==> src/rtl/exc_ctrl_if.sv <==
// exc_ctrl_if: bundle of the exception sequencer's pipeline/cp0 signals.
//   master : pipeline + cp0 side (drives requests, PCs, interrupt, EPC;
//            receives the cp0 write, flush, stall and PC redirect)
//   slave  : exc_ctrl side (the opposite directions)
interface exc_ctrl_if;
  logic        If_adel;
  logic [31:0] If_pc;
  logic        Id_sys;
  logic        Id_ri;
  logic        Id_eret;
  logic [31:0] Id_pc;
  logic        Ex_ov;
  logic [31:0] Ex_pc;
  logic        Mem_adel;
  logic        Mem_ades;
  logic        Mem_valid;
  logic [31:0] Mem_pc;
  logic        Cp0_intr;
  logic [31:0] Cp0_epc;
  logic        Cu_cp0_w_en;
  logic [4:0]  Cu_exec_code;
  logic [31:0] Epc;
  logic [3:0]  Flush;
  logic        Stall;
  logic        Pc_redirect;
  logic [31:0] Pc_target;

  modport master (
    output If_adel, If_pc, Id_sys, Id_ri, Id_eret, Id_pc, Ex_ov, Ex_pc,
           Mem_adel, Mem_ades, Mem_valid, Mem_pc, Cp0_intr, Cp0_epc,
    input  Cu_cp0_w_en, Cu_exec_code, Epc, Flush, Stall, Pc_redirect, Pc_target
  );

  modport slave (
    input  If_adel, If_pc, Id_sys, Id_ri, Id_eret, Id_pc, Ex_ov, Ex_pc,
           Mem_adel, Mem_ades, Mem_valid, Mem_pc, Cp0_intr, Cp0_epc,
    output Cu_cp0_w_en, Cu_exec_code, Epc, Flush, Stall, Pc_redirect, Pc_target
  );
endinterface

==> src/rtl/exc_ctrl.sv <==
// exc_ctrl: exception/interrupt sequencer for the 5-stage pipeline.
// Picks the highest-priority request among IF/ID/EX/MEM faults and the
// cp0 interrupt, flushes the faulting and younger stages, writes cause and
// EPC into cp0, then redirects the PC to the handler. ERET redirects the PC
// to cp0's EPC.
//   Clk   : clock, rising edge
//   Rst_n : asynchronous active-low reset
//   bus   : exc_ctrl_if.slave (requests and PCs in; cp0 write, Flush,
//           Stall, Pc_redirect/Pc_target out), all outputs registered
module exc_ctrl #(
  parameter logic [31:0] HANDLER_ADDR = 32'h0000_0080,
  parameter logic [4:0]  CODE_INT     = 5'd0,
  parameter logic [4:0]  CODE_ADEL    = 5'd4,
  parameter logic [4:0]  CODE_ADES    = 5'd5,
  parameter logic [4:0]  CODE_SYS     = 5'd8,
  parameter logic [4:0]  CODE_RI      = 5'd10,
  parameter logic [4:0]  CODE_OV      = 5'd12
) (
  input logic         Clk,
  input logic         Rst_n,
  exc_ctrl_if.slave   bus
);

  localparam logic [1:0] S_IDLE     = 2'd0;
  localparam logic [1:0] S_COMMIT   = 2'd1;
  localparam logic [1:0] S_REDIRECT = 2'd2;
  localparam logic [1:0] S_ERET_RD  = 2'd3;

  logic [1:0]  state;
  logic        w_en_q;
  logic [4:0]  code_q;
  logic [31:0] epc_q;
  logic [3:0]  flush_q;
  logic        stall_q;
  logic        redirect_q;
  logic [31:0] target_q;

  logic        take;
  logic        take_eret;
  logic [4:0]  sel_code;
  logic [31:0] sel_epc;
  logic [3:0]  sel_flush;

  // Priority pick. An interrupt only counts when MEM holds a real
  // instruction to attach the EPC to; otherwise it is simply deferred.
  always_comb begin
    take      = 1'b1;
    take_eret = 1'b0;
    sel_code  = CODE_INT;
    sel_epc   = bus.Mem_pc;
    sel_flush = 4'b1111;
    if (bus.Cp0_intr && bus.Mem_valid) begin
      sel_code = CODE_INT;
    end else if (bus.Mem_adel) begin
      sel_code = CODE_ADEL;
    end else if (bus.Mem_ades) begin
      sel_code = CODE_ADES;
    end else if (bus.Ex_ov) begin
      sel_code  = CODE_OV;
      sel_epc   = bus.Ex_pc;
      sel_flush = 4'b0111;
    end else if (bus.Id_ri) begin
      sel_code  = CODE_RI;
      sel_epc   = bus.Id_pc;
      sel_flush = 4'b0011;
    end else if (bus.Id_sys) begin
      sel_code  = CODE_SYS;
      sel_epc   = bus.Id_pc;
      sel_flush = 4'b0011;
    end else if (bus.If_adel) begin
      sel_code  = CODE_ADEL;
      sel_epc   = bus.If_pc;
      sel_flush = 4'b0001;
    end else begin
      take      = 1'b0;
      take_eret = bus.Id_eret;
    end
  end

  // Strobes default low every cycle so each pulse lasts exactly one cycle;
  // code/EPC are only written on acceptance and otherwise hold.
  always_ff @(posedge Clk or negedge Rst_n) begin
    if (!Rst_n) begin
      state      <= S_IDLE;
      w_en_q     <= 1'b0;
      code_q     <= 5'd0;
      epc_q      <= 32'd0;
      flush_q    <= 4'd0;
      stall_q    <= 1'b0;
      redirect_q <= 1'b0;
      target_q   <= 32'd0;
    end else begin
      w_en_q     <= 1'b0;
      flush_q    <= 4'd0;
      stall_q    <= 1'b0;
      redirect_q <= 1'b0;
      target_q   <= 32'd0;
      case (state)
        S_IDLE: begin
          if (take) begin
            state   <= S_COMMIT;
            code_q  <= sel_code;
            epc_q   <= sel_epc;
            flush_q <= sel_flush;
            stall_q <= 1'b1;
            w_en_q  <= 1'b1;
          end else if (take_eret) begin
            state   <= S_ERET_RD;
            flush_q <= 4'b0001;
          end
        end
        S_COMMIT: begin
          state      <= S_REDIRECT;
          stall_q    <= 1'b1;
          redirect_q <= 1'b1;
          target_q   <= HANDLER_ADDR;
        end
        S_REDIRECT: begin
          state <= S_IDLE;
        end
        default: begin
          // ERET_RD: EPC is sampled here, so a cp0 update landing during
          // the flush cycle is still honoured.
          state      <= S_IDLE;
          redirect_q <= 1'b1;
          target_q   <= bus.Cp0_epc;
        end
      endcase
    end
  end

  assign bus.Cu_cp0_w_en  = w_en_q;
  assign bus.Cu_exec_code = code_q;
  assign bus.Epc          = epc_q;
  assign bus.Flush        = flush_q;
  assign bus.Stall        = stall_q;
  assign bus.Pc_redirect  = redirect_q;
  assign bus.Pc_target    = target_q;

endmodule

==> src/flat_wrapper.sv <==
// flat-port wrapper written by rule: the top's interface ports become plain ports
module exc_ctrl_flat 
#(
  parameter logic [31:0] HANDLER_ADDR = 32'h0000_0080,
  parameter logic [4:0]  CODE_INT     = 5'd0,
  parameter logic [4:0]  CODE_ADEL    = 5'd4,
  parameter logic [4:0]  CODE_ADES    = 5'd5,
  parameter logic [4:0]  CODE_SYS     = 5'd8,
  parameter logic [4:0]  CODE_RI      = 5'd10,
  parameter logic [4:0]  CODE_OV      = 5'd12
)
  (Clk, Rst_n, bus_If_adel, bus_If_pc, bus_Id_sys, bus_Id_ri, bus_Id_eret, bus_Id_pc, bus_Ex_ov, bus_Ex_pc, bus_Mem_adel, bus_Mem_ades, bus_Mem_valid, bus_Mem_pc, bus_Cp0_intr, bus_Cp0_epc, bus_Cu_cp0_w_en, bus_Cu_exec_code, bus_Epc, bus_Flush, bus_Stall, bus_Pc_redirect, bus_Pc_target);
  exc_ctrl_if bus_i ();
  input logic Clk;
  input logic Rst_n;
  input wire logic [$bits(bus_i.If_adel)-1:0] bus_If_adel;
  input wire logic [$bits(bus_i.If_pc)-1:0] bus_If_pc;
  input wire logic [$bits(bus_i.Id_sys)-1:0] bus_Id_sys;
  input wire logic [$bits(bus_i.Id_ri)-1:0] bus_Id_ri;
  input wire logic [$bits(bus_i.Id_eret)-1:0] bus_Id_eret;
  input wire logic [$bits(bus_i.Id_pc)-1:0] bus_Id_pc;
  input wire logic [$bits(bus_i.Ex_ov)-1:0] bus_Ex_ov;
  input wire logic [$bits(bus_i.Ex_pc)-1:0] bus_Ex_pc;
  input wire logic [$bits(bus_i.Mem_adel)-1:0] bus_Mem_adel;
  input wire logic [$bits(bus_i.Mem_ades)-1:0] bus_Mem_ades;
  input wire logic [$bits(bus_i.Mem_valid)-1:0] bus_Mem_valid;
  input wire logic [$bits(bus_i.Mem_pc)-1:0] bus_Mem_pc;
  input wire logic [$bits(bus_i.Cp0_intr)-1:0] bus_Cp0_intr;
  input wire logic [$bits(bus_i.Cp0_epc)-1:0] bus_Cp0_epc;
  output wire logic [$bits(bus_i.Cu_cp0_w_en)-1:0] bus_Cu_cp0_w_en;
  output wire logic [$bits(bus_i.Cu_exec_code)-1:0] bus_Cu_exec_code;
  output wire logic [$bits(bus_i.Epc)-1:0] bus_Epc;
  output wire logic [$bits(bus_i.Flush)-1:0] bus_Flush;
  output wire logic [$bits(bus_i.Stall)-1:0] bus_Stall;
  output wire logic [$bits(bus_i.Pc_redirect)-1:0] bus_Pc_redirect;
  output wire logic [$bits(bus_i.Pc_target)-1:0] bus_Pc_target;
  assign bus_i.If_adel = bus_If_adel;
  assign bus_i.If_pc = bus_If_pc;
  assign bus_i.Id_sys = bus_Id_sys;
  assign bus_i.Id_ri = bus_Id_ri;
  assign bus_i.Id_eret = bus_Id_eret;
  assign bus_i.Id_pc = bus_Id_pc;
  assign bus_i.Ex_ov = bus_Ex_ov;
  assign bus_i.Ex_pc = bus_Ex_pc;
  assign bus_i.Mem_adel = bus_Mem_adel;
  assign bus_i.Mem_ades = bus_Mem_ades;
  assign bus_i.Mem_valid = bus_Mem_valid;
  assign bus_i.Mem_pc = bus_Mem_pc;
  assign bus_i.Cp0_intr = bus_Cp0_intr;
  assign bus_i.Cp0_epc = bus_Cp0_epc;
  assign bus_Cu_cp0_w_en = bus_i.Cu_cp0_w_en;
  assign bus_Cu_exec_code = bus_i.Cu_exec_code;
  assign bus_Epc = bus_i.Epc;
  assign bus_Flush = bus_i.Flush;
  assign bus_Stall = bus_i.Stall;
  assign bus_Pc_redirect = bus_i.Pc_redirect;
  assign bus_Pc_target = bus_i.Pc_target;
  exc_ctrl #(.HANDLER_ADDR(HANDLER_ADDR), .CODE_INT(CODE_INT), .CODE_ADEL(CODE_ADEL), .CODE_ADES(CODE_ADES), .CODE_SYS(CODE_SYS), .CODE_RI(CODE_RI), .CODE_OV(CODE_OV)) u_core (.Clk(Clk), .Rst_n(Rst_n), .bus(bus_i));
endmodule
==> config.mk <==
export PLATFORM = sky130hd
export DESIGN_NAME = exc_ctrl_flat
export DESIGN_NICKNAME = d
export VERILOG_FILES = /design/src/rtl/exc_ctrl_if.sv /design/src/rtl/exc_ctrl.sv /design/src/flat_wrapper.sv
export SDC_FILE = /design/constraint.sdc
export NUM_CORES = 1
export LEC_CHECK = 0
export BUFFER_PORTS_ARGS = -buffer_cell sky130_fd_sc_hd__buf_2
export CAP_MARGIN = 25
export CORE_UTILIZATION = 35
export CTS_BUF_LIST = sky130_fd_sc_hd__clkbuf_4
export DETAILED_ROUTE_END_ITERATION = 8
export PLACE_DENSITY = 0.68
export SYNTH_ARGS = -nofsm -noshare
export SYNTH_HDL_FRONTEND = slang
export SYNTH_SLANG_ARGS = --single-unit
==> constraint.sdc <==
create_clock -name Clk -period 1.5 [get_ports Clk]
set_clock_uncertainty 0.1 [all_clocks]
set_input_delay 0.15 -clock Clk [delete_from_list [all_inputs] [get_ports Clk]]
set_output_delay 0.15 -clock Clk [all_outputs]
set_load 0.05 [all_outputs]
# Word level (Yosys, flattened, before mapping)
# Cells that the tools add are included.
[word_totals]
ff_bits = 78
latchBits = 0
ramBits = 0
romBits = 0
inputBits = 171
out_inout_bits = 76
word_cells = 61
memories = 0
[op_classes]
addsub = 0
multipliers = 0
div_mod_pow = 0
magnitude_cmp = 0
eq_ne = 3
n_shift = 0
mux = 46
bitwise_logic = 0
reduce_logical = 4
[op_table]
columns = ["op", "count"]
rows = [
  ["32-bit two-way mux", 7],
  ["32-bit case mux with 2 select lines", 1],
  ["4-bit two-way mux", 9],
  ["5-bit two-way mux", 6],
  ["1-bit two-way mux", 18],
  ["2-bit two-way mux", 2],
  ["2-bit case mux with 2 select lines", 1],
  ["3-bit two-way mux", 1],
  ["3-bit by 1-bit != test with 1-bit output, second input constant", 1],
  ["2-bit by 1-bit equality test with 1-bit output, second input constant", 1],
  ["2-bit equality test, second input constant", 1],
  ["2-bit zero test", 1],
  ["1-bit case mux with 2 select lines", 1],
  ["2-bit AND reduction", 1],
  ["2-bit OR reduction", 1],
  ["1-bit logical AND", 1],
]

# Longest topological paths before layout
# Gate-level depths: netlist of run 1.
[depth]
word_depth = 10
mapped_depth = 6
mapped_depth_nobuf = 4

# Worst setup path after synthesis of run 1
# No wires, ideal clock.
[synth_path]
path_kind = "in2reg"
startpoint = "in bus_Cp0_intr"
endpoint = "reg u_core.code_q[0] (netlist: u_core.bus.Cu_exec_code[0])"
setup_time_ps = 110
arrival_ps = 1507
required_ps = 1290
setup_slack_ps = -217
path_stages = 6
path_buffers = 2
path_cell_list = "a211o_1 -> buf_6 -> o41ai_4 -> buf_6 -> nand2_1 -> o41ai_1"
[synth_between]
elab_chain_len = 3
word_cells_on_any_way = 4
classes_between = "mux (2); reduce/logical (2)"
[synth_lines]
columns = ["element", "line", "rtl"]
rows = [
  ["from (decl)", "flat_wrapper.sv:28", "input wire logic [$bits(bus_i.Cp0_intr)-1:0] bus_Cp0_intr;"],
  ["1-bit logical AND *", "exc_ctrl.sv:52", "if (bus.Cp0_intr && bus.Mem_valid) begin"],
  ["1-bit two-way mux", "exc_ctrl.sv:52", ""],
  ["2-bit AND reduction (no source line)", "n/a", ""],
  ["to (signal assigned)", "exc_ctrl.sv:102", "code_q <= sel_code;"],
  ["to (decl)", "exc_ctrl.sv:31", "logic [4:0] code_q;"],
]
# Every way passes the cells marked *; elsewhere a longest branch is shown, timed or not.
# A chain may end at the register's enable or synchronous reset.

# Worst setup path after layout of run 1
[layout_path]
startpoint = "reg u_core.state[0]"
endpoint = "reg u_core.epc_q[17] (netlist: u_core.bus.Epc[17])"
[layout_between]
elab_chain_len = 2
[layout_lines]
columns = ["element", "line", "rtl"]
rows = [
  ["from (decl)", "exc_ctrl.sv:29", "logic [1:0] state;"],
  ["from (signal assigned)", "exc_ctrl.sv:84", "state <= S_IDLE;"],
  ["from (signal assigned)", "exc_ctrl.sv:101", "state <= S_COMMIT;"],
  ["from (signal assigned)", "exc_ctrl.sv:108", "state <= S_ERET_RD;"],
  ["2-bit zero test", "exc_ctrl.sv:98", "case (state)"],
  ["2-bit AND reduction (no source line)", "n/a", ""],
  ["to (signal assigned)", "exc_ctrl.sv:103", "epc_q <= sel_epc;"],
  ["to (decl)", "exc_ctrl.sv:32", "logic [31:0] epc_q;"],
]
# Every way passes these cells.

==> metrics.txt, run 1 <==
# TYPE chip_impl_metric gauge
chip_impl_metric{name="yosys_cell_types",unit=""} 27
chip_impl_metric{name="first_pass_drt_iterations",unit=""} 5
chip_impl_metric{name="setup_slack",unit="ps"} 114
chip_impl_metric{name="leakagePower",unit="nW"} 3.28
chip_impl_info{name="setup.worst_path.end",value="u_core.bus.Epc[17]$_DFFE_PN0P_"} 1
chip_impl_metric{name="clock_latency",unit="ps"} 400
chip_impl_metric{name="filler_cell_count",unit=""} 937
chip_impl_info{name="final_common_cell",value="sky130_fd_sc_hd__buf_2"} 1
chip_impl_metric{name="finalWeightedCongestion",unit=""} 0.791
chip_impl_metric{name="instances_no_fill",unit=""} 898
chip_impl_metric{name="finalMaxSlewViolations",unit=""} 0
chip_impl_metric{name="number_of_antenna_violations_at_the_first_check_in_global_routing",unit=""} 1
chip_impl_metric{name="clock_path_buffers",unit=""} 2
chip_impl_metric{name="nNetsFinal",unit=""} 923
chip_impl_metric{name="layout-area-overhead-vs-synth",unit="%"} 57.3
chip_impl_metric{name="hold_ws",unit="ps"} 31.9
chip_impl_metric{name="detail_route.iter0.violations",unit=""} 286
chip_impl_info{name="grt_setup_unrepaired",value="no"} 1
chip_impl_info{name="cts-root-buf",value="sky130_fd_sc_hd__clkbuf_4"} 1
chip_impl_metric{name="fp-row-count",unit=""} 38
chip_impl_metric{name="max-vdd-ir-drop",unit="V"} 0.000978
chip_impl_info{name="run_status",value="finished, final reports clean"} 1
chip_impl_metric{name="first_pass_grt_wire_length",unit="mm"} 20.6
chip_impl_info{name="origin_of_the_critical_flop_to_flop_path",value="u_core.state[0]$_DFFE_PN0P_"} 1
chip_impl_info{name="tritoncts",value="done"} 1
chip_impl_metric{name="synth-async-reset-ratio",unit="%"} 100
chip_impl_metric{name="start_util",unit="%"} 36.6
chip_impl_metric{name="multi_input_area",unit="sq um"} 1910
chip_impl_metric{name="sequential_cell_area",unit="sq um"} 1930
chip_impl_metric{name="synth_top_area_share",unit="%"} 47.7
chip_impl_metric{name="worst-endpoint-required",unit="ps"} 1720
chip_impl_metric{name="vert_die_dim",unit="um"} 109
chip_impl_metric{name="clkSlewWorstSetupHoldPaths",unit="ps"} 140
chip_impl_info{name="setup.worst_path.end_class",value="flip-flop"} 1
chip_impl_metric{name="mappedNetlistNets",unit=""} 616
chip_impl_metric{name="first_global_vias",unit=""} 4372
chip_impl_metric{name="routed_wl",unit="mm"} 13.7
chip_impl_metric{name="grt_resource_usage_total",unit="%"} 22.4
chip_impl_metric{name="fin_crit_sh",unit="%"} 92.4
chip_impl_metric{name="power_density",unit="nW/um^2"} 1650
chip_impl_metric{name="syn-mean-instance-area",unit="sq um"} 9.08
chip_impl_metric{name="netlist_instances",unit=""} 445
chip_impl_metric{name="power_frac_seq",unit="%"} 30.4
chip_impl_metric{name="dp_hpwl",unit="mm"} 9.44
chip_impl_metric{name="largest_net_degree_at_the_start_of_global_routing",unit=""} 78
chip_impl_info{name="dominantRegCellSynth",value="sky130_fd_sc_hd__dfrtp_1"} 1
chip_impl_metric{name="ff2ff_setup_slack",unit="ps"} 110
chip_impl_info{name="synth.top_cells.by_area",value="sky130_fd_sc_hd__dfrtp_1 48%, sky130_fd_sc_hd__o31a_1 6.9%, sky130_fd_sc_hd__nor2_1 6.4%"} 1
chip_impl_metric{name="switching_share",unit="%"} 52.7
chip_impl_info{name="hp-class",value="primary input to flip-flop"} 1
chip_impl_metric{name="place_inst",unit=""} 813
chip_impl_metric{name="dr_total_vias",unit=""} 4482
chip_impl_info{name="worstReg2RegEnd",value="u_core.bus.Epc[17]$_DFFE_PN0P_"} 1
chip_impl_metric{name="post_drt_wl_per_cell",unit="um"} 15.2
chip_impl_metric{name="io_buffers",unit=""} 245
chip_impl_metric{name="area_of_the_core_region",unit="sq um"} 11000
chip_impl_metric{name="dp_slack",unit="ps"} -154
chip_impl_metric{name="synth_warn",unit=""} 0
chip_impl_metric{name="dieWidth",unit="um"} 109
chip_impl_info{name="cp-start-kind",value="flip-flop"} 1
chip_impl_metric{name="floorplan.die_area",unit="sq um"} 12000
chip_impl_metric{name="cts_max_level",unit=""} 3
chip_impl_metric{name="ys_seq_elements",unit=""} 77
chip_impl_metric{name="antenna_violating_nets_post_route",unit=""} 0
chip_impl_metric{name="timing.final.hold_violations",unit=""} 0
chip_impl_metric{name="netSwitchingPower",unit="mW"} 5.53
chip_impl_metric{name="max_cap_viol",unit=""} 0
chip_impl_info{name="worst_setup_path_startpoint",value="u_core.state[0]$_DFFE_PN0P_"} 1
chip_impl_metric{name="detail_route.drc_violations",unit=""} 0
chip_impl_metric{name="clock_sink_count",unit=""} 77
chip_impl_metric{name="cp_max_fo",unit=""} 27
chip_impl_metric{name="seq_area_frac_synth",unit="%"} 47.7
chip_impl_metric{name="final_layout_size_suffix_gt1_share",unit="%"} 39.4
chip_impl_metric{name="syn-cell-area",unit="sq um"} 4040
chip_impl_metric{name="via_per_inst",unit=""} 4.99
chip_impl_info{name="yosysTopAreaCell",value="sky130_fd_sc_hd__dfrtp_1"} 1
chip_impl_metric{name="synth_edf_count",unit=""} 0
chip_impl_info{name="mostFrequentLayoutCells",value="244 x sky130_fd_sc_hd__buf_2, 77 x sky130_fd_sc_hd__dfrtp_1, 68 x sky130_fd_sc_hd__dlygate4sd3_1"} 1
chip_impl_metric{name="timing.fmax",unit="MHz"} 722
chip_impl_metric{name="cell_internal_pwr",unit="mW"} 4.97
chip_impl_metric{name="grt.overflow.total",unit=""} 0
chip_impl_metric{name="num_cts_buffers",unit=""} 9
chip_impl_metric{name="final_period_minus_worst_setup_slack",unit="ps"} 1390
chip_impl_metric{name="ff2ff_path_depth",unit=""} 4
chip_impl_metric{name="final-setup-viol-count",unit=""} 0
chip_impl_metric{name="power.total",unit="mW"} 10.5
chip_impl_metric{name="combinationalPowerShare",unit="%"} 56.6
chip_impl_metric{name="cp.arrival",unit="ps"} 1600
chip_impl_metric{name="io_pins",unit=""} 247
chip_impl_info{name="critical_path_start_end_classification",value="flip-flop to flip-flop"} 1
chip_impl_metric{name="pwr-share-clk",unit="%"} 13.0
## power groups by stage
stage | logic [mW] | clock network (mW) | registers (mW)
final | 5.94 | 1.37 | 3.19
after global routing | 6.31 | 1.48 | 3.29
after CTS | 5.90 | 1.40 | 3.18
after detailed placement | 5.76 | 0 | 3.21
after global placement | 5.63 | 0 | 3.21
after floorplan | 1.67 | 0 | 5.86
## critical path, cell delays in order, from the launching register on
cell and delay (ps):
sky130_fd_sc_hd__dfrtp_1 430, sky130_fd_sc_hd__nor2_4 150, sky130_fd_sc_hd__o41ai_4 100, sky130_fd_sc_hd__buf_4 230, sky130_fd_sc_hd__o31ai_1 280
## logic make-up after synthesis
family	synth area share, %
AO/OA/AOI/OAI	25.2
buffers and inverters	6.10
flip-flops	47.7
other	0.0928
AND/OR/NAND/NOR	20.9
## area by class of cell
cell class	instances	share of cell area, %
multi-input cells	320	30.1
inverters	4	0.236
diodes	1	0.0394
clock buffers	9	1.06
well taps	140	2.76
repair buffers	340	34.2
flip-flops and latches	77	30.3
clock inverters	7	1.26
## per-stage QoR
step | util [%] | cell area [sq um] | TNS [ps]
final | 57.6 | 6350 | 0
after global routing | 57.6 | 6350 | 0
after CTS | 57.3 | 6320 | 0
after detailed placement | 49.8 | 5490 | -4500
after global placement | 49.8 | 5490 | -2770
after floorplan | - | 4040 | -7850
## how the worst min path moves through the flow
stage	depth (start not counted)	end	start
final	4	u_core.bus.Cu_exec_code[0]$_DFFE_PN0P_	bus_Mem_ades
after global routing	4	u_core.bus.Cu_exec_code[0]$_DFFE_PN0P_	bus_Mem_ades
after CTS	4	u_core.bus.Cu_exec_code[0]$_DFFE_PN0P_	bus_Mem_ades
after detailed placement	2	u_core.bus.Stall$_DFF_PN0_	Rst_n
after global placement	2	u_core.bus.Stall$_DFF_PN0_	Rst_n
after floorplan	0	u_core.bus.Cu_cp0_w_en$_DFF_PN0_	Rst_n
## routing by layer
layer / track usage (%) / routed length [um] / vias to the layer above
met1: 24.5 / 5470 / 2073
li1: - / - / 2198
met2: 40.7 / 7030 / 184
met3: 4.86 / 839 / 27
met5: 0 / 0 / -
met4: 10.7 / 355 / 0
## Yosys cell counts (all sizes together), types with 2 or more instances
library cell	instances
dfrtp	77
nor2	69
nand2	40
a21oi	35
o31ai	33
a211oi	32
nor2b	32
o31a	32
and3	31
clkbuf	30
buf	14
inv	4
o21ai	3
nor4	2
o41ai	2
or2	2
## sequential cells by signal, summed over array words and instances (netlist names)
| register | count |
|---|---|
| u_core.bus.Pc_redirect | 1 |
| u_core.bus.Cu_exec_code | 4 |
| u_core.bus.Stall | 1 |
| u_core.bus.Flush | 4 |
| u_core.state | 2 |
| u_core.bus.Cu_cp0_w_en | 1 |
| u_core.bus.Epc | 32 |
| u_core.bus.Pc_target | 32 |
## timing repair
| item | 4_1_cts | 5_1_grt |
|---|---|---|
| hold buffers | 68 | 0 |
| hold endpoints to repair | 146 | 0 |
| gates resized for setup | 1 | 6 |
| setup buffers | 0 | 0 |
| pin swaps | 0 | 0 |
| setup endpoints to repair | 3 | 8 |
(Power assumes the default switching activity.)
==> run 2, diff against run 1 <==
PLACE_DENSITY = 0.65   (was 0.68)
clock period = 1.35 ns   (was 1.5 ns; I/O delays follow)
==> run 2 against run 1 <==
  * Critical path type unchanged
  * Count of clock-buffer cells in the layout is the same
  * Core utilization grew 2.5 points
  * Critical path depth is the same
  * Final cell count grew 1.7%
  * Clock power grew 13%
  * Combinational power grew 20%
  * Hold slack lost 14 ps
  * Routed wire length grew 6.2%
  * Sequential share of layout area shrank 1.3 points
  * The flow now finishes with violations (setup timing)
  * Flip-flop and latch count is the same
  * Highest routed layer unchanged
==> metrics.txt, run 2 (synthesized netlist as in run 1, its figures left out) <==
# TYPE chip_impl_metric gauge
chip_impl_metric{name="cts_max_level",unit=""} 3
chip_impl_metric{name="nNetsFinal",unit=""} 938
chip_impl_info{name="run_status",value="complete, but fails checks"} 1
chip_impl_metric{name="final-setup-viol-count",unit=""} 34
chip_impl_metric{name="max-vdd-ir-drop",unit="V"} 0.00123
chip_impl_metric{name="clkSlewWorstSetupHoldPaths",unit="ps"} 150
chip_impl_metric{name="dr_total_vias",unit=""} 4642
chip_impl_metric{name="setup_slack",unit="ps"} -52.8
chip_impl_metric{name="vert_die_dim",unit="um"} 109
chip_impl_metric{name="hold_ws",unit="ps"} 17.8
chip_impl_metric{name="final_cell_area",unit="sq um"} 6630
chip_impl_metric{name="layout-area-overhead-vs-synth",unit="%"} 64.1
chip_impl_info{name="worstReg2RegEnd",value="u_core.bus.Epc[16]$_DFFE_PN0P_"} 1
chip_impl_metric{name="sequential_cell_area",unit="sq um"} 1930
chip_impl_metric{name="worst-endpoint-required",unit="ps"} 1580
chip_impl_metric{name="finalMaxSlewViolations",unit=""} 0
chip_impl_metric{name="num_cts_buffers",unit=""} 9
chip_impl_info{name="origin_of_the_critical_flop_to_flop_path",value="u_core.state[0]$_DFFE_PN0P_"} 1
chip_impl_metric{name="clock_path_buffers",unit=""} 2
chip_impl_metric{name="floorplan.die_area",unit="sq um"} 12000
chip_impl_metric{name="power_frac_seq",unit="%"} 29.2
chip_impl_metric{name="grt_resource_usage_total",unit="%"} 24.3
chip_impl_metric{name="timing.fmax",unit="MHz"} 713
chip_impl_info{name="grt_setup_unrepaired",value="yes"} 1
chip_impl_metric{name="largest_net_degree_at_the_start_of_global_routing",unit=""} 78
chip_impl_metric{name="via_per_inst",unit=""} 5.08
chip_impl_metric{name="grt.overflow.total",unit=""} 0
chip_impl_metric{name="finalWeightedCongestion",unit=""} 0.776
chip_impl_info{name="final_common_cell",value="sky130_fd_sc_hd__buf_2"} 1
chip_impl_metric{name="filler_cell_count",unit=""} 940
chip_impl_metric{name="final_period_minus_worst_setup_slack",unit="ps"} 1400
chip_impl_metric{name="min_delay_path_depth",unit=""} 4
chip_impl_metric{name="timing.final.hold_violations",unit=""} 0
chip_impl_metric{name="pwr-share-clk",unit="%"} 12.7
chip_impl_metric{name="area_of_the_core_region",unit="sq um"} 11000
chip_impl_metric{name="io_buffers",unit=""} 245
chip_impl_metric{name="detail_route.iter0.violations",unit=""} 263
chip_impl_info{name="hp-start",value="bus_Id_pc[4]"} 1
chip_impl_metric{name="netSwitchingPower",unit="mW"} 6.31
chip_impl_metric{name="first_pass_grt_wire_length",unit="mm"} 22.3
chip_impl_info{name="failed_checks",value="setup timing"} 1
chip_impl_info{name="mostFrequentLayoutCells",value="215 x sky130_fd_sc_hd__buf_2, 82 x sky130_fd_sc_hd__dlygate4sd3_1, 77 x sky130_fd_sc_hd__dfrtp_1"} 1
chip_impl_metric{name="routed_wl",unit="mm"} 14.5
chip_impl_info{name="setup.worst_path.end_class",value="flip-flop"} 1
chip_impl_metric{name="io_pins",unit=""} 247
chip_impl_metric{name="multi_input_area",unit="sq um"} 1920
chip_impl_metric{name="number_of_antenna_violations_at_the_first_check_in_global_routing",unit=""} 0
chip_impl_metric{name="first_global_vias",unit=""} 4730
chip_impl_metric{name="power_density",unit="nW/um^2"} 1850
chip_impl_info{name="tritoncts",value="done"} 1
chip_impl_info{name="critical_path_start_end_classification",value="flip-flop to flip-flop"} 1
chip_impl_info{name="cp-start-kind",value="flip-flop"} 1
chip_impl_metric{name="fp-row-count",unit=""} 38
chip_impl_metric{name="dp_hpwl",unit="mm"} 9.40
chip_impl_metric{name="combinationalPowerShare",unit="%"} 58.1
chip_impl_metric{name="post_dp_cell_area",unit="sq um"} 5500
chip_impl_info{name="hp-class",value="primary input to flip-flop"} 1
chip_impl_metric{name="clock_sink_count",unit=""} 77
chip_impl_metric{name="fin_crit_sh",unit="%"} 104
chip_impl_info{name="cts-root-buf",value="sky130_fd_sc_hd__clkbuf_4"} 1
chip_impl_metric{name="switching_share",unit="%"} 51.5
chip_impl_metric{name="cell_internal_pwr",unit="mW"} 5.95
chip_impl_metric{name="detail_route.drc_violations",unit=""} 0
chip_impl_metric{name="cp_max_fo",unit=""} 37
chip_impl_metric{name="post_drt_wl_per_cell",unit="um"} 15.9
chip_impl_metric{name="dieWidth",unit="um"} 109
chip_impl_metric{name="ff2ff_setup_slack",unit="ps"} -50
chip_impl_metric{name="first_pass_drt_iterations",unit=""} 4
chip_impl_info{name="hold-path-endpoint",value="u_core.bus.Epc[4]$_DFFE_PN0P_"} 1
chip_impl_metric{name="ff2ff_path_depth",unit=""} 4
chip_impl_metric{name="cp.arrival",unit="ps"} 1630
chip_impl_metric{name="final_layout_size_suffix_gt1_share",unit="%"} 39.0
chip_impl_metric{name="leakagePower",unit="nW"} 3.39
chip_impl_metric{name="max_cap_viol",unit=""} 0
chip_impl_metric{name="antenna_violating_nets_post_route",unit=""} 0
chip_impl_metric{name="start_util",unit="%"} 36.6
chip_impl_metric{name="clock_latency",unit="ps"} 430
## run 2: cell types whose count changed in the layout (fill, tap and decap cells not counted), moves of 2 or more
| cell | before | now |
|---|---|---|
| sky130_fd_sc_hd__buf_4 | 23 | 29 |
| sky130_fd_sc_hd__dlygate4sd3_1 | 68 | 82 |
| sky130_fd_sc_hd__buf_2 | 244 | 215 |
| sky130_fd_sc_hd__buf_6 | 0 | 2 |
| sky130_fd_sc_hd__clkbuf_4 | 9 | 29 |
## run 2: timing repair
| item | in CTS | in global routing |
|---|---|---|
| setup buffers | 0 | 0 |
| cloned | 2 | 0 |
| setup endpoints to repair | 44 | 55 |
| gates resized for setup | 14 | 23 |
| hold endpoints to repair | 146 | 0 |
| hold buffers | 82 | 0 |
## run 2: per-layer routing
metal | part of all wire (%) | GRT usage [%] | vias to the layer above
li1 | - | - | 2230
met1 | 40 | 27.0 | 2176
met2 | 51 | 45.0 | 208
met3 | 6.2 | 4.33 | 28
met4 | 2.3 | 10.9 | 0
met5 | 0 | 0 | -
## run 2: worst max-delay path by stage
stage | from | to | slack, ps | cells past startpoint
final | u_core.state[0]$_DFFE_PN0P_ | u_core.bus.Epc[16]$_DFFE_PN0P_ | -50 | 4
after global routing | u_core.state[0]$_DFFE_PN0P_ | u_core.bus.Epc[22]$_DFFE_PN0P_ | -110 | 4
after CTS | u_core.state[0]$_DFFE_PN0P_ | u_core.bus.Epc[16]$_DFFE_PN0P_ | -50 | 4
after detailed placement | bus_Cp0_intr | u_core.bus.Epc[16]$_DFFE_PN0P_ | -320 | 6
after global placement | bus_Cp0_intr | u_core.bus.Epc[26]$_DFFE_PN0P_ | -250 | 5
after floorplan | bus_Cp0_intr | u_core.bus.Cu_exec_code[0]$_DFFE_PN0P_ | -350 | 6
## run 2: power by group through the flow
| stage | clock [mW] | sequential [mW] | combinational [mW] |
|---|---|---|---|
| global route | 1.69 | 3.66 | 7.53 |
| floorplan | 0 | 6.51 | 1.85 |
| CTS | 1.61 | 3.55 | 6.98 |
| finish | 1.55 | 3.58 | 7.12 |
| global placement | 0 | 3.57 | 6.27 |
| detailed placement | 0 | 3.57 | 6.42 |
## run 2: cell type report
| cell class | instances | area share, % |
|---|---|---|
| Clock inverter | 7 | 1.30 |
| Tap cell | 140 | 2.64 |
| Clock buffer | 9 | 1.02 |
| Antenna cell | 1 | 0.0378 |
| Inverter | 4 | 0.227 |
| Timing Repair Buffer | 355 | 36.8 |
| Multi-Input combinational cell | 320 | 28.9 |
| Sequential cell | 77 | 29.1 |
## run 2: through the flow
stage | setup WS (ps) | cells | utilization (%) | power [mW] | setup TNS, ps
CTS | -48.9 | 912 | 59.5 | 12.1 | -797
finish | -52.8 | 913 | 60.1 | 12.3 | -872
global placement | -250 | 812 | 49.8 | 9.84 | -9800
floorplan | -352 | 445 | - | 8.37 | -13110
global route | -113 | 912 | 60.1 | 12.9 | -2920
detailed placement | -318 | 812 | 49.8 | 9.98 | -11230
## run 2: worst max-delay path, stage by stage (launching register included)
cell                      delay, ps
sky130_fd_sc_hd__dfrtp_1        440
sky130_fd_sc_hd__nor2_4         150
sky130_fd_sc_hd__o41ai_4        130
sky130_fd_sc_hd__buf_12         210
sky130_fd_sc_hd__o31ai_2        270
